<file path="src/rtl/fifo_pkg.sv">
// Shared definitions for the FIFO write-side arbiter.
//
// Contents:
//   DefDataSize, DefAddressSize, DefNumReq : default widths and producer count
//   arb_state_e                            : arbiter state (IDLE, LOCKED)
//   id_width()                             : width of a producer index for n producers

package fifo_pkg;

  localparam int unsigned DefDataSize    = 8;
  localparam int unsigned DefAddressSize = 4;
  localparam int unsigned DefNumReq      = 4;

  typedef enum logic [0:0] {
    IDLE   = 1'b0,
    LOCKED = 1'b1
  } arb_state_e;

  // Producer index width; never zero so a single-producer build still elaborates.
  function automatic int unsigned id_width(input int unsigned n);
    return (n > 1) ? $clog2(n) : 1;
  endfunction

endpackage

</file>
<file path="src/rtl/fifo_rr_pick.sv">
// Combinational round-robin winner search.
//
// The search starts at last_grant+1 and wraps modulo NUM_REQ, so the most
// recent owner has the lowest priority on the next arbitration.
//
// Ports:
//   req        in   NUM_REQ  request vector
//   last_grant in   ID_W     index of the previous owner
//   winner     out  ID_W     index of the selected requester (0 when none)
//   any        out  1        at least one request is pending

module fifo_rr_pick
  import fifo_pkg::*;
#(
  parameter int unsigned NUM_REQ = DefNumReq,
  parameter int unsigned ID_W    = id_width(NUM_REQ)
) (
  input  logic [NUM_REQ-1:0] req,
  input  logic [ID_W-1:0]    last_grant,
  output logic [ID_W-1:0]    winner,
  output logic               any
);

  logic            found_hi;
  logic            found_lo;
  logic [ID_W-1:0] win_hi;
  logic [ID_W-1:0] win_lo;

  // Split requesters into those above last_grant (searched first) and those at
  // or below it (the wrapped part). Scanning downwards leaves the lowest index
  // of each region, which is the nearest one in search order.
  always_comb begin
    found_hi = 1'b0;
    found_lo = 1'b0;
    win_hi   = '0;
    win_lo   = '0;
    for (int i = NUM_REQ - 1; i >= 0; i--) begin
      if (req[i]) begin
        if (ID_W'(i) > last_grant) begin
          found_hi = 1'b1;
          win_hi   = ID_W'(i);
        end else begin
          found_lo = 1'b1;
          win_lo   = ID_W'(i);
        end
      end
    end
  end

  always_comb begin
    winner = found_hi ? win_hi : win_lo;
    any    = found_hi | found_lo;
  end

endmodule

</file>
<file path="src/rtl/fifo_write_arbiter.sv">
// Packet-granular write arbiter in front of an async FIFO write port.
//
// Several producers compete for the FIFO write side. A round-robin winner is
// locked in for a whole packet (until a transferred beat carries req_last),
// then the block returns to IDLE for one bubble cycle before re-arbitrating.
// The binary write pointer (with wrap bit) is kept here and exported for the
// full-flag / Gray-code logic.
//
// Ports:
//   wclk       in   1                   clock, rising edge
//   wrst       in   1                   synchronous active-high reset
//   req_valid  in   NUM_REQ             producer i presents a beat
//   req_last   in   NUM_REQ             producer i's beat ends its packet
//   req_data   in   NUM_REQ*DATA_SIZE   producer i word at [i*DATA_SIZE +: DATA_SIZE]
//   req_ready  out  NUM_REQ             producer i's beat is accepted this cycle
//   wfull      in   1                   FIFO full flag
//   winc       out  1                   memory write strobe
//   waddr      out  ADDRESS_SIZE        memory write address
//   wdata      out  DATA_SIZE           memory write data
//   wptr_bin   out  ADDRESS_SIZE+1      binary write pointer including wrap bit
//   grant_id   out  clog2(NUM_REQ)      index of the current owner
//   busy       out  1                   high while LOCKED

module fifo_write_arbiter
  import fifo_pkg::*;
#(
  parameter int unsigned DATA_SIZE    = DefDataSize,
  parameter int unsigned ADDRESS_SIZE = DefAddressSize,
  parameter int unsigned NUM_REQ      = DefNumReq
) (
  input  logic                           wclk,
  input  logic                           wrst,
  input  logic [NUM_REQ-1:0]             req_valid,
  input  logic [NUM_REQ-1:0]             req_last,
  input  logic [NUM_REQ*DATA_SIZE-1:0]   req_data,
  output logic [NUM_REQ-1:0]             req_ready,
  input  logic                           wfull,
  output logic                           winc,
  output logic [ADDRESS_SIZE-1:0]        waddr,
  output logic [DATA_SIZE-1:0]           wdata,
  output logic [ADDRESS_SIZE:0]          wptr_bin,
  output logic [$clog2(NUM_REQ)-1:0]     grant_id,
  output logic                           busy
);

  localparam int unsigned IdW  = $clog2(NUM_REQ);
  localparam int unsigned PtrW = ADDRESS_SIZE + 1;

  arb_state_e      state_q, state_d;
  logic [IdW-1:0]  grant_q, grant_d;
  logic [IdW-1:0]  last_q, last_d;
  logic [PtrW-1:0] wptr_q, wptr_d;

  logic [IdW-1:0]       pick_id;
  logic                 pick_any;
  logic                 own_valid;
  logic                 own_last;
  logic [DATA_SIZE-1:0] own_data;
  logic                 xfer;

  fifo_rr_pick #(
    .NUM_REQ (NUM_REQ),
    .ID_W    (IdW)
  ) u_rr_pick (
    .req        (req_valid),
    .last_grant (last_q),
    .winner     (pick_id),
    .any        (pick_any)
  );

  // Owner-side view of the request bus.
  always_comb begin
    own_valid = 1'b0;
    own_last  = 1'b0;
    own_data  = '0;
    for (int i = 0; i < NUM_REQ; i++) begin
      if (grant_q == IdW'(i)) begin
        own_valid = req_valid[i];
        own_last  = req_last[i];
        own_data  = req_data[i*DATA_SIZE +: DATA_SIZE];
      end
    end
  end

  // A beat moves only when the owner is valid and the FIFO has room.
  assign xfer = (state_q == LOCKED) && own_valid && !wfull;

  // State register.
  always_ff @(posedge wclk) begin
    if (wrst) begin
      state_q <= IDLE;
      grant_q <= '0;
      last_q  <= IdW'(NUM_REQ - 1);
      wptr_q  <= '0;
    end else begin
      state_q <= state_d;
      grant_q <= grant_d;
      last_q  <= last_d;
      wptr_q  <= wptr_d;
    end
  end

  // Next-state logic.
  always_comb begin
    state_d = state_q;
    grant_d = grant_q;
    last_d  = last_q;
    wptr_d  = wptr_q;
    unique case (state_q)
      IDLE: begin
        if (pick_any) begin
          state_d = LOCKED;
          grant_d = pick_id;
        end
      end
      LOCKED: begin
        // No timeout: a stalled owner keeps the grant until its last beat.
        if (xfer) begin
          wptr_d = wptr_q + PtrW'(1);
          if (own_last) begin
            state_d = IDLE;
            last_d  = grant_q;
          end
        end
      end
      default: state_d = IDLE;
    endcase
  end

  // Outputs. Strobes are masked by wrst so nothing is accepted or written
  // during the reset cycle, even before the state register is initialised.
  always_comb begin
    req_ready = '0;
    for (int i = 0; i < NUM_REQ; i++) begin
      req_ready[i] = (state_q == LOCKED) && (grant_q == IdW'(i)) && !wfull && !wrst;
    end
    winc     = xfer && !wrst;
    waddr    = wrst ? '0 : wptr_q[ADDRESS_SIZE-1:0];
    wdata    = own_data;
    wptr_bin = wptr_q;
    grant_id = grant_q;
    busy     = (state_q == LOCKED) && !wrst;
  end

endmodule
</file>
<file path="config.mk">
export PLATFORM = sky130hd
export DESIGN_NAME = fifo_write_arbiter
export DESIGN_NICKNAME = d
export VERILOG_FILES = /design/src/rtl/fifo_pkg.sv /design/src/rtl/fifo_rr_pick.sv /design/src/rtl/fifo_write_arbiter.sv
export SDC_FILE = /design/constraint.sdc
export NUM_CORES = 1
export LEC_CHECK = 0
export ABC_AREA = 1
export BUFFER_PORTS_ARGS = -buffer_cell sky130_fd_sc_hd__buf_2
export CORE_MARGIN = 8
export CORE_UTILIZATION = 36
export CTS_CLUSTER_DIAMETER = 30
export DETAILED_ROUTE_END_ITERATION = 8
export PLACE_DENSITY = 0.76
export SYNTH_ARGS = -nofsm -noshare
export SYNTH_HDL_FRONTEND = slang
export SYNTH_SLANG_ARGS = --single-unit
export TNS_END_PERCENT = 30
</file>
<file path="constraint.sdc">
create_clock -name wclk -period 1.3 [get_ports wclk]
set_clock_uncertainty 0.15 [all_clocks]
set_input_delay 0.065 -clock wclk [delete_from_list [all_inputs] [get_ports wclk]]
set_output_delay 0.065 -clock wclk [all_outputs]
set_load 0.02 [all_outputs]
</file>
# --- Yosys cells after proc, flatten, opt, wreduce, memory -nomap -nowiden ---
# Index checks and enable logic that the tools add are counted.
op_classes:
  add_sub_neg: 1
  magnitude_cmp: 4
  n_eq_ne: 3
  muxes: 50
  n_bitwise: 2
  n_reduce_logical: 22
ops:
  columns: ["operator", "n"]
  rows:
  - ["$mux W2", 17]
  - ["$mux W8", 4]
  - ["$mux W1", 27]
  - ["$logic_and A1 B1 Y1", 16]
  - ["$add A5 B1 Y5 const B", 1]
  - ["$eq A2 B2 Y1 const B", 2]
  - ["$gt A1 B2 Y1 const A", 2]
  - ["$gt A2 B2 Y1 const A", 2]
  - ["$mux W4", 1]
  - ["$reduce_and A2 Y1", 2]
  - ["$reduce_and A3 Y1", 1]
  - ["$eq A2 B1 Y1 const B", 1]
  - ["$logic_not A1 Y1", 2]
  - ["$logic_not A2 Y1", 1]
  - ["$pmux W1 S2", 1]
  - ["$not A1 Y1", 1]
  - ["$or A1 B1 Y1", 1]
word_totals:
  reg_bits: 10
  inputBits: 43
  word_cells: 86

# --- Depth between registers and ports, before layout ---
# Gate-level depths: netlist of the first run.
logic_depth:
  word_depth: 12
  ltp_mapped: 9

# --- Hierarchy ---
# From an unflattened synthesis of the first run, not the netlist that was laid out.
unflattened:
  hier_cells: 151
  hier_area_um2: 940.9
by_module_without_submodules:
  columns: ["mod", "n_inst", "cells_per_inst", "area_each_um2"]
  rows:
  - ["fifo_write_arbiter", 1, 127, 839.6]
  - ["fifo_rr_pick", 1, 24, 101.3]

# --- Least setup slack after synthesis of the first run ---
# Ideal clock, no wire load.
synth_timing:
  path_kind: "reg2out"
  startpoint: "register grant_q[1] (netlist: grant_id[1])"
  endpoint: "output port wdata[3]"
  t_arrival_ns: 1.425
  t_required_ns: 1.085
  slack_ns: -0.340
  path_stages_with_launch: 7
  n_path_buf: 2
  cell_sequence: "dfxtp_1 > buf_6 > inv_1 > buf_2 > nor2_4 > nand2_1 > a21oi_1"
synth_between:
  elab_chain_cells: 5
  word_cells_on_any_way: 8
synth_lines:
  columns: ["element", "line", "source"]
  rows:
  - ["start, declared", "fifo_write_arbiter.sv:50", "logic [IdW-1:0] grant_q, grant_d;"]
  - ["start signal, assigned", "fifo_write_arbiter.sv:97", "grant_q <= grant_d;"]
  - ["$logic_not A2 Y1", "fifo_write_arbiter.sv:77", "if (grant_q == IdW'(i)) begin"]
  - ["$mux W8 (3 in series)", "fifo_write_arbiter.sv:77", null]
  - ["$mux W8 (*)", "fifo_write_arbiter.sv:77", null]
  - ["end, declared", "fifo_write_arbiter.sv:40", "output logic [DATA_SIZE-1:0] wdata,"]
# Mark *: on every way between the ends. The rest lies on a longest branch, timed or not.

# --- Worst setup path in the final report of the first run ---
layout_timing:
  startpoint: "register grant_q[1] (netlist: grant_id[1])"
  endpoint: "output port winc"
layout_between:
  elab_chain_cells: 8
  word_cells_on_any_way: 11
layout_lines:
  columns: ["element", "line", "source"]
  rows:
  - ["$logic_not A2 Y1", "fifo_write_arbiter.sv:77", null]
  - ["$mux W1 (3 in series)", "fifo_write_arbiter.sv:77", null]
  - ["$mux W1 (*)", "fifo_write_arbiter.sv:77", null]
  - ["$logic_and A1 B1 Y1 (*) (2 in series)", "fifo_write_arbiter.sv:86", "assign xfer = (state_q == LOCKED) && own_valid && !wfull;"]
  - ["$logic_and A1 B1 Y1 (*)", "fifo_write_arbiter.sv:137", "winc = xfer && !wrst;"]
  - ["end, declared", "fifo_write_arbiter.sv:38", "output logic winc,"]
# Marked as above.

==> results.yml, run 1 <==
sta:
  max_freq_mhz: 627
  final_hold_viol_count: 0
  worst_slew_pin_slew_ns: 0.259
  maxSlewViolCount: 0
  hold_slack_ns: 0.0150
  setup-violations-final: 21
  min_period_ns: 1.59
  worst_slack_ns: -0.294
  relSlewSlack_pct: 82.8
  rsz0062_at_grt: "true"
  finalCritPeriodShare_pct: 123
  fin_tns_setup_ns: -4.09
floorplanning:
  coreArea_um2: 2450
  die_area_um2: 4450
  die_h_um: 66.7
  die_w_um: 66.7
  io_pins: 68
  num_rows: 18
  initial_utilization_pct: 37.7
setup_path:
  r2r-start: "grant_id[1]"
  slowest_stage: "dfxtp_4"
  cp-start-kind: "flip-flop"
  arrival_ns: 1.38
  r2r_cells: 8
  worst-path-max-fanout: 6
  r2r_end: "last_q[0]"
  worstSetupPathType: "flip-flop to output port"
  endpoint_kind: "output port"
  cp.required_ns: 1.09
  cp_cell_sequence: "buf_12 > nor2_8 > nand2_2 > nand3_2 > nand2_4 > nand3_4 > inv_2 > buf_6"
  ff2ff_setup_slack_ns: -0.18
  cpPeakStageDelay_ns: 0.38
synth:
  syn_nets: 197
  ys_seq_area_share_pct: 21.6
  yosys_register_bits: 10
  syn_area_per_cell_um2: 6.05
  synth_cell_types: 26
  syn_area_um2: 926
  synth_cells: 153
  yosysWarnings: 0
finish:
  fin_util_pct: 70.0
  fillers: 216
  drive_above_1_share_pct: 52.8
  nets: 293
  design_area_um2: 1720
  areaGrowthSynthToFinish_pct: 85.7
  num_antenna_cells: 0
  fin_cells: 278
routing:
  firstDrtPassIters: 4
  via_per_inst: 4.90
  wl_per_cell_um: 13.2
  vias: 1361
  drtAntennaViolNets: 0
  drc: 0
  routed_wirelength_um: 3660
  drt-initial-drc-count: 22
clock_network:
  clock-sinks: 10
  cts_max_level: 1
  clk_path_buf_depth: 2
  cts_tree: "done"
  clk_latency_ns: 0.28
  cts_root_buf: "clkbuf_4"
  numCtsBuffers: 3
  path_clk_slew_ns: 0.06
power_and_ir_drop:
  p_leak_nw: 0.924
  vdd_drop_max_uv: 873
  p_total_mw: 1.89
  powerDensity_nw_per_um2: 1100
min_path:
  min_to: "state_q"
  hold_path_depth: 4
  min_from: "wrst"
  hold_class: "input port to flip-flop"
placed_design:
  gp_congestion: 0.847
  io_buffers: 67
  placed_area_um2: 1500
  hpwl_um: 2790
  dp.cells: 269
  dpl_worst_slack_ns: -0.121
global_routing:
  grt_overflow_total: 0
  grt_pass1_vias: 1256
  grt_start_max_net_pins: 10
  antenna_found_initial: 0
  grt_use_total_pct: 15.4
  grt_first_pass_wirelength_um: 5480
outcome:
  violations: "negative setup slack"
  status: "complete, but fails checks"
run:
  cap_violations: 0
## per-layer routing
layer,vias to the layer above,global-route usage (%),share of wire [%]
li1,696,-,-
met1,603,17.0,40
met2,58,27.0,49
met3,4,3.19,9.6
met4,0,8.00,1.3
met5,-,0,0
## report_power, final
| group | internal, mW | switching [mW] |
|---|---|---|
| logic | 0.604 | 0.653 |
| registers | 0.350 | 0.0484 |
| clock network | 0.119 | 0.111 |
| total | 1.07 | 0.813 |
## synthesized netlist by cell type
cell type,n,area share [%]
nand2_4,3,3.6
clkinv_1,1,0.41
dfxtp_1,10,22
nor2_1,12,4.9
a21oi_1,6,3.2
xor2_1,2,1.9
inv_1,13,5.3
nand4_1,10,6.8
buf_6,3,3.6
nand3b_1,2,1.6
or2_0,1,0.68
a221oi_1,1,0.95
xnor2_1,1,0.95
nand2_1,51,21
o21bai_1,1,0.81
nand3_1,21,11
ha_1,1,1.4
nor2_8,1,2.2
nand3_2,1,1.1
inv_2,1,0.41
o21a_1,1,0.81
o21ai_0,3,1.6
nor2_4,1,1.2
nor3_1,3,1.6
clkbuf_1,2,0.81
buf_2,1,0.54
## sequential cells by signal (all words and copies together) (netlist names)
| register | cells |
|---|---|
| grant_id | 2 |
| state_q | 1 |
| wptr_bin | 5 |
| last_q | 2 |
## what timing repair did
action,CTS,global route
pin swaps,7,1
gates resized for setup,27,18
endpoints found under the hold margin,4,0
endpoints found under the setup margin,23,27
hold buffers,1,0
buffers inserted,4,0
## layout by cell type, fill, tap and decap left out
| cell type | n |
|---|---|
| nor2_4 | 3 |
| xor2_1 | 2 |
| buf_6 | 10 |
| nor2_1 | 8 |
| ha_1 | 1 |
| or2_0 | 1 |
| nand3_4 | 1 |
| inv_1 | 11 |
| buf_4 | 31 |
| o21a_2 | 1 |
| nor2_2 | 2 |
| nor3_2 | 3 |
| nor2_8 | 1 |
| nand2_2 | 2 |
| a21oi_1 | 5 |
| nand4_1 | 10 |
| clkbuf_1 | 1 |
| inv_2 | 3 |
| a221oi_4 | 1 |
| xnor2_1 | 1 |
| dlygate4sd3_1 | 1 |
| o21bai_2 | 1 |
| buf_2 | 53 |
| dfxtp_4 | 3 |
| a21oi_4 | 1 |
| dfxtp_1 | 4 |
| o21ai_0 | 3 |
| dfxtp_2 | 3 |
| nand2_1 | 48 |
| clkinv_2 | 1 |
| nand3_2 | 2 |
| nand3b_1 | 2 |
| nand3_1 | 19 |
| buf_12 | 2 |
| nand2_4 | 4 |
| clkbuf_4 | 3 |
## area by class of cell
class | instances | area, um2 | area share [%]
Clock buffer | 4 | 26.3 | 1.53
Multi-Input combinational cell | 122 | 722 | 42.0
Inverter | 15 | 57.6 | 3.35
Sequential cell | 10 | 215 | 12.5
Tap cell | 30 | 37.5 | 2.18
Timing Repair Buffer | 97 | 661 | 38.4
## worst max-delay path by stage
stage                      startpoint       end  slack (ns)  depth (start not counted)
after floorplan           grant_id[1]  wdata[3]       -0.11                          6
after global placement        state_q      winc       -0.08                          6
after detailed placement      state_q      winc       -0.12                          6
after CTS                 grant_id[1]      winc       -0.28                          8
after global routing      grant_id[1]  wdata[4]       -0.36                          6
final                     grant_id[1]      winc       -0.29                          8
## critical path: cells and delay by family, from the launching register on
family,cells,cell delay [ns]
AND/OR/NAND/NOR,5,0.43
buffers and inverters,3,0.29
flip-flops,1,0.38
## kinds of logic (layout without fill, tap and decap cells)
kind of cell	count (synthesis)	in the layout	share of synthesized area, %
AO/OA/AOI/OAI	12	12	7.43
buffers and inverters	21	116	11.1
XOR/XNOR	3	3	2.84
AND/OR/NAND/NOR	106	106	55.7
adder cells (fa/ha/maj)	1	1	1.35
flip-flops	10	10	21.6
Note: power is estimated with default switching activity, not from simulation.
==> inputs of run 2 (changes only) <==
Settings changed: ABC_CLOCK_PERIOD_IN_PS set to 1480, CELL_PAD_IN_SITES_DETAIL_PLACEMENT set to 0, CELL_PAD_IN_SITES_GLOBAL_PLACEMENT set to 2, CORE_UTILIZATION 36 to 18, PLACE_DENSITY 0.76 to 0.79.
Clock period 1.3 ns to 1.48 ns, I/O delays scaled along.
==> results.yml, run 2 (same netlist as run 1, synthesis figures left out) <==
global_routing:
  grt_overflow_total: 0
  grt_use_total_pct: 9.16
  antenna_found_initial: 0
  grt_start_max_net_pins: 10
  grt_first_pass_wirelength_um: 5820
  grt_pass1_vias: 1334
finish:
  num_antenna_cells: 0
  fin_cells: 317
  final-seq-area_um2: 209
  largest_register_ffs: 5
  drive_above_1_share_pct: 51.4
  multi_input_area_um2: 693
  fillers: 551
  areaGrowthSynthToFinish_pct: 89.9
  final_cell_mix: "54 x buf_2, 45 x nand2_1, 27 x buf_4"
  nets: 293
  fin_util_pct: 34.9
  layout_commonest_cell: "buf_2"
sta:
  setup-violations-final: 10
  worst_slew_pin_slew_ns: 0.217
  final_hold_viol_count: 0
  finalCritPeriodShare_pct: 104
  relSlewSlack_pct: 85.6
  maxSlewViolCount: 0
  min_period_ns: 1.54
  hold_slack_ns: 0.0684
  max_freq_mhz: 650
  worst_slack_ns: -0.0589
  rsz0062_at_grt: "true"
placed_design:
  dp.cells: 302
  io_buffers: 67
  gp_congestion: 0.800
  hpwl_um: 3000
clock_network:
  cts_tree: "done"
  cts_root_buf: "clkbuf_8"
  clock-sinks: 10
  clk_path_buf_depth: 2
  path_clk_slew_ns: 0.04
  clk_latency_ns: 0.23
  numCtsBuffers: 3
  cts_max_level: 1
setup_path:
  cp-start-kind: "flip-flop"
  arrival_ns: 1.31
  cp.required_ns: 1.26
  worstSetupPathType: "flip-flop to output port"
  worst-path-max-fanout: 5
  endpoint_kind: "output port"
routing:
  wl_per_cell_um: 11.7
  via_per_inst: 4.09
  routed_wirelength_um: 3710
  drt-initial-drc-count: 29
  drc: 0
  firstDrtPassIters: 4
  drtAntennaViolNets: 0
  vias: 1295
power_and_ir_drop:
  p_leak_nw: 0.918
  powerDensity_nw_per_um2: 974
  p_total_mw: 1.71
  vdd_drop_max_uv: 498
floorplanning:
  num_rows: 26
  die_h_um: 87.7
  initial_utilization_pct: 18.4
  die_area_um2: 7690
  coreArea_um2: 5040
  io_pins: 68
  die_w_um: 87.7
outcome:
  violations: "negative setup slack"
  status: "complete, but fails checks"
min_path:
  hold_class: "input port to flip-flop"
run:
  cap_violations: 0
## run 2: changes by cell type in the layout (fill, tap and decap cells not counted), sizes merged
cell / before / now
clkbuf: 4 / 3
inv: 14 / 13
dlygate4sd3: 1 / 2
clkinvlp: 0 / 1
buf: 96 / 95
## run 2: worst max-delay path: stages (launching register included)
cell and delay [ns]:
dfxtp_4 0.38, clkinvlp_4 0.16, nor2_4 0.15, buf_6 0.13, nand2_1 0.04, nand4_1 0.09, buf_6 0.13
## run 2: area by class of cell
| type | count | share of cell area (%) |
|---|---|---|
| multi-input combinational | 122 | 39.4 |
| timing repair buffer | 97 | 37.5 |
| sequential | 10 | 11.9 |
| tap | 70 | 4.98 |
| inverter | 15 | 3.84 |
| clock buffer | 3 | 2.35 |
## run 2: routing by layer
metal  up-vias  wire length, um  track usage, %
met2        41             1750            15.9
met1       561             1630            10.8
met3         0              326            2.44
li1        693                -               -
met4         0                0            2.34
met5         -                0               0
## run 2: power breakdown
part	total [mW]	switching (mW)	internal [mW]
combinational	1.08	0.556	0.525
clock	0.272	0.0953	0.177
sequential	0.358	0.0510	0.307
## run 2: worst paths after layout
path / endpoint / slack (ns) / startpoint / cells past startpoint
hold / removal: wptr_bin[0] / 0.07 / wrst / 4
setup reg to reg: last_q[0] / 0.01 / grant_id[1] / 7
setup / recovery: wdata[0] / -0.06 / grant_id[1] / 6
hold reg to reg: wptr_bin[3] / 0.35 / wptr_bin[3] / 2
## run 2: through the flow
| stage | cell area [um2] | setup slack, ns | TNS, ns |
|---|---|---|---|
| floorplan | 935 | -0.0754 | -0.102 |
| global placement | 1460 | 0.0104 | 0 |
| CTS | 1650 | -0.0622 | -0.498 |
| detailed placement | 1460 | -0.0134 | -0.0242 |
| global route | 1760 | -0.152 | -1.44 |
| finish | 1760 | -0.0589 | -0.304 |
## run 2: what timing repair did
action / in CTS / in global routing
setup endpoints to repair: 15 / 23
hold buffers: 2 / 0
pin swaps: 6 / 7
resized for setup: 28 / 24
endpoints found under the hold margin: 3 / 0
buffers inserted: 4 / 7
==> inputs of run 3 (changes only) <==
Settings changed: CORE_ASPECT_RATIO set to 1.25.
==> results.yml, run 3 (same netlist as run 1, synthesis figures left out) <==
global_routing:
  grt_overflow_total: 0
  grt_pass1_vias: 1326
  grt_use_total_pct: 9.93
  grt_start_max_net_pins: 10
  antenna_found_initial: 0
  grt_first_pass_wirelength_um: 6190
power_and_ir_drop:
  p_comb_share_pct: 65.8
  swShare_pct: 41.7
  p_total_mw: 1.78
  powerDensity_nw_per_um2: 988
  switching_power_mw: 0.741
  p_leak_nw: 0.915
  vdd_drop_max_uv: 421
  pwr-share-clk_pct: 15.4
  internal_power_mw: 1.03
  p_seq_share_pct: 18.8
floorplanning:
  die_area_um2: 7710
  initial_utilization_pct: 18.5
  num_rows: 29
  die_w_um: 80.2
  die_h_um: 96.2
  coreArea_um2: 5010
  io_pins: 68
clock_network:
  clk_path_buf_depth: 2
  clock-sinks: 10
  numCtsBuffers: 3
  cts_root_buf: "clkbuf_8"
  clk_latency_ns: 0.23
  path_clk_slew_ns: 0.04
  cts_max_level: 1
  cts_tree: "done"
setup_path:
  endpoint_kind: "output port"
  worst-path-max-fanout: 4
  worstSetupPathType: "flip-flop to output port"
  arrival_ns: 1.35
  cpPeakStageDelay_ns: 0.36
  crit_buf_inv: 3
  slowest_stage: "dfxtp_4"
  crit_family: "buffers and inverters"
  cp_cell_sequence: "clkbuf_16 > buf_8 > a221oi_4 > a21oi_2 > buf_6"
  cp.required_ns: 1.26
  cp-start-kind: "flip-flop"
outcome:
  violations: "negative hold slack, negative setup slack"
  status: "complete, but fails checks"
routing:
  dr_wl_met3_um: 322
  via_per_inst: 4.37
  firstDrtPassIters: 4
  wl_met1_um: 1770
  drc: 0
  wl_per_cell_um: 13.3
  drt-initial-drc-count: 64
  routed_wirelength_um: 4060
  wl_met2_um: 1950
  highest_layer: "met4"
  vias: 1338
  drtAntennaViolNets: 0
finish:
  design_area_um2: 1800
  fillers: 563
  largest_register_ffs: 5
  final_cell_mix: "54 x buf_2, 43 x nand2_1, 22 x buf_4"
  areaGrowthSynthToFinish_pct: 94.1
  num_antenna_cells: 0
  nets: 290
  fin_cells: 306
  drive_above_1_share_pct: 52.5
  layout_commonest_cell: "buf_2"
sta:
  maxSlewViolCount: 0
  rsz0062_at_grt: "true"
  worst_slack_ns: -0.0951
  hold_slack_ns: -0.00820
  setup-violations-final: 10
  finalCritPeriodShare_pct: 106
  relSlewSlack_pct: 84.4
  worst_slew_pin_slew_ns: 0.234
  final_hold_viol_count: 1
  max_freq_mhz: 635
  min_period_ns: 1.58
min_path:
  hold_class: "input port to flip-flop"
placed_design:
  io_buffers: 67
  gp_congestion: 0.781
  placed_area_um2: 1440
  dp.cells: 293
  hpwl_um: 3140
  dpl_worst_slack_ns: -0.0145
run:
  cap_violations: 0
run 3: cell count changes in the layout (fill, tap and decap cells not counted), moves of 2 or more:
cell | before | now
buf_4 | 27 | 22
buf_8 | 0 | 2
nand2_1 | 45 | 43
nand2_2 | 6 | 8
nand3_1 | 19 | 17
run 3: worst register-to-register path, stage by stage (launching register included):
cell,delay [ns]
dfxtp_4,0.37
buf_12,0.14
nand2_8,0.07
buf_4,0.14
nand2_4,0.08
buf_8,0.13
nand3_4,0.08
nand2_1,0.07
nand3_1,0.06
run 3: area by class of cell:
| type | instances | area, um2 | area share, % |
|---|---|---|---|
| flip-flops and latches | 10 | 205 | 11.4 |
| clock buffers | 3 | 41.3 | 2.30 |
| multi-input cells | 122 | 739 | 41.2 |
| repair buffers | 94 | 667 | 37.1 |
| inverters | 15 | 66.3 | 3.69 |
| well taps | 62 | 77.6 | 4.32 |
run 3: worst paths after layout:
kind                             startpoint           to  slack, ns  cells after the start
worst max-delay path            grant_id[0]     wdata[3]       -0.1                      5
worst min register to register  wptr_bin[3]  wptr_bin[3]       0.34                      2
worst min-delay path                   wrst      state_q     -0.008                      2
worst max register to register  grant_id[0]    last_q[1]       0.05                      8
run 3: per-layer routing:
layer  track usage (%)  vias up
met2              17.1       51
met5                 0        -
met3              2.71        2
met4              3.34        0
met1              11.5      596
li1                  -      689
run 3: repair_timing:
| item | in CTS | in global routing |
|---|---|---|
| pin swaps | 3 | 12 |
| hold buffers | 1 | 0 |
| gates cloned | 0 | 1 |
| endpoints found under the setup margin | 13 | 21 |
| hold endpoints to repair | 3 | 0 |
| setup buffers | 6 | 2 |
| gates resized for setup | 16 | 48 |
run 3: metrics by stage:
stage	TNS [ns]	util (%)
2_1_floorplan	-0.102	-
3_3_place_gp	-0.00332	28.8
3_5_place_dp	-0.0373	28.8
4_1_cts	-0.573	31.8
5_1_grt	-1.14	35.9
6_report	-0.403	35.9
run 3: power by group through the flow:
stage	clock [mW]	sequential (mW)	combinational, mW
2_1_floorplan	0	0.352	0.513
3_3_place_gp	0	0.328	0.871
3_5_place_dp	0	0.329	0.865
4_1_cts	0.282	0.329	0.967
5_1_grt	0.303	0.339	1.26
6_report	0.273	0.335	1.17
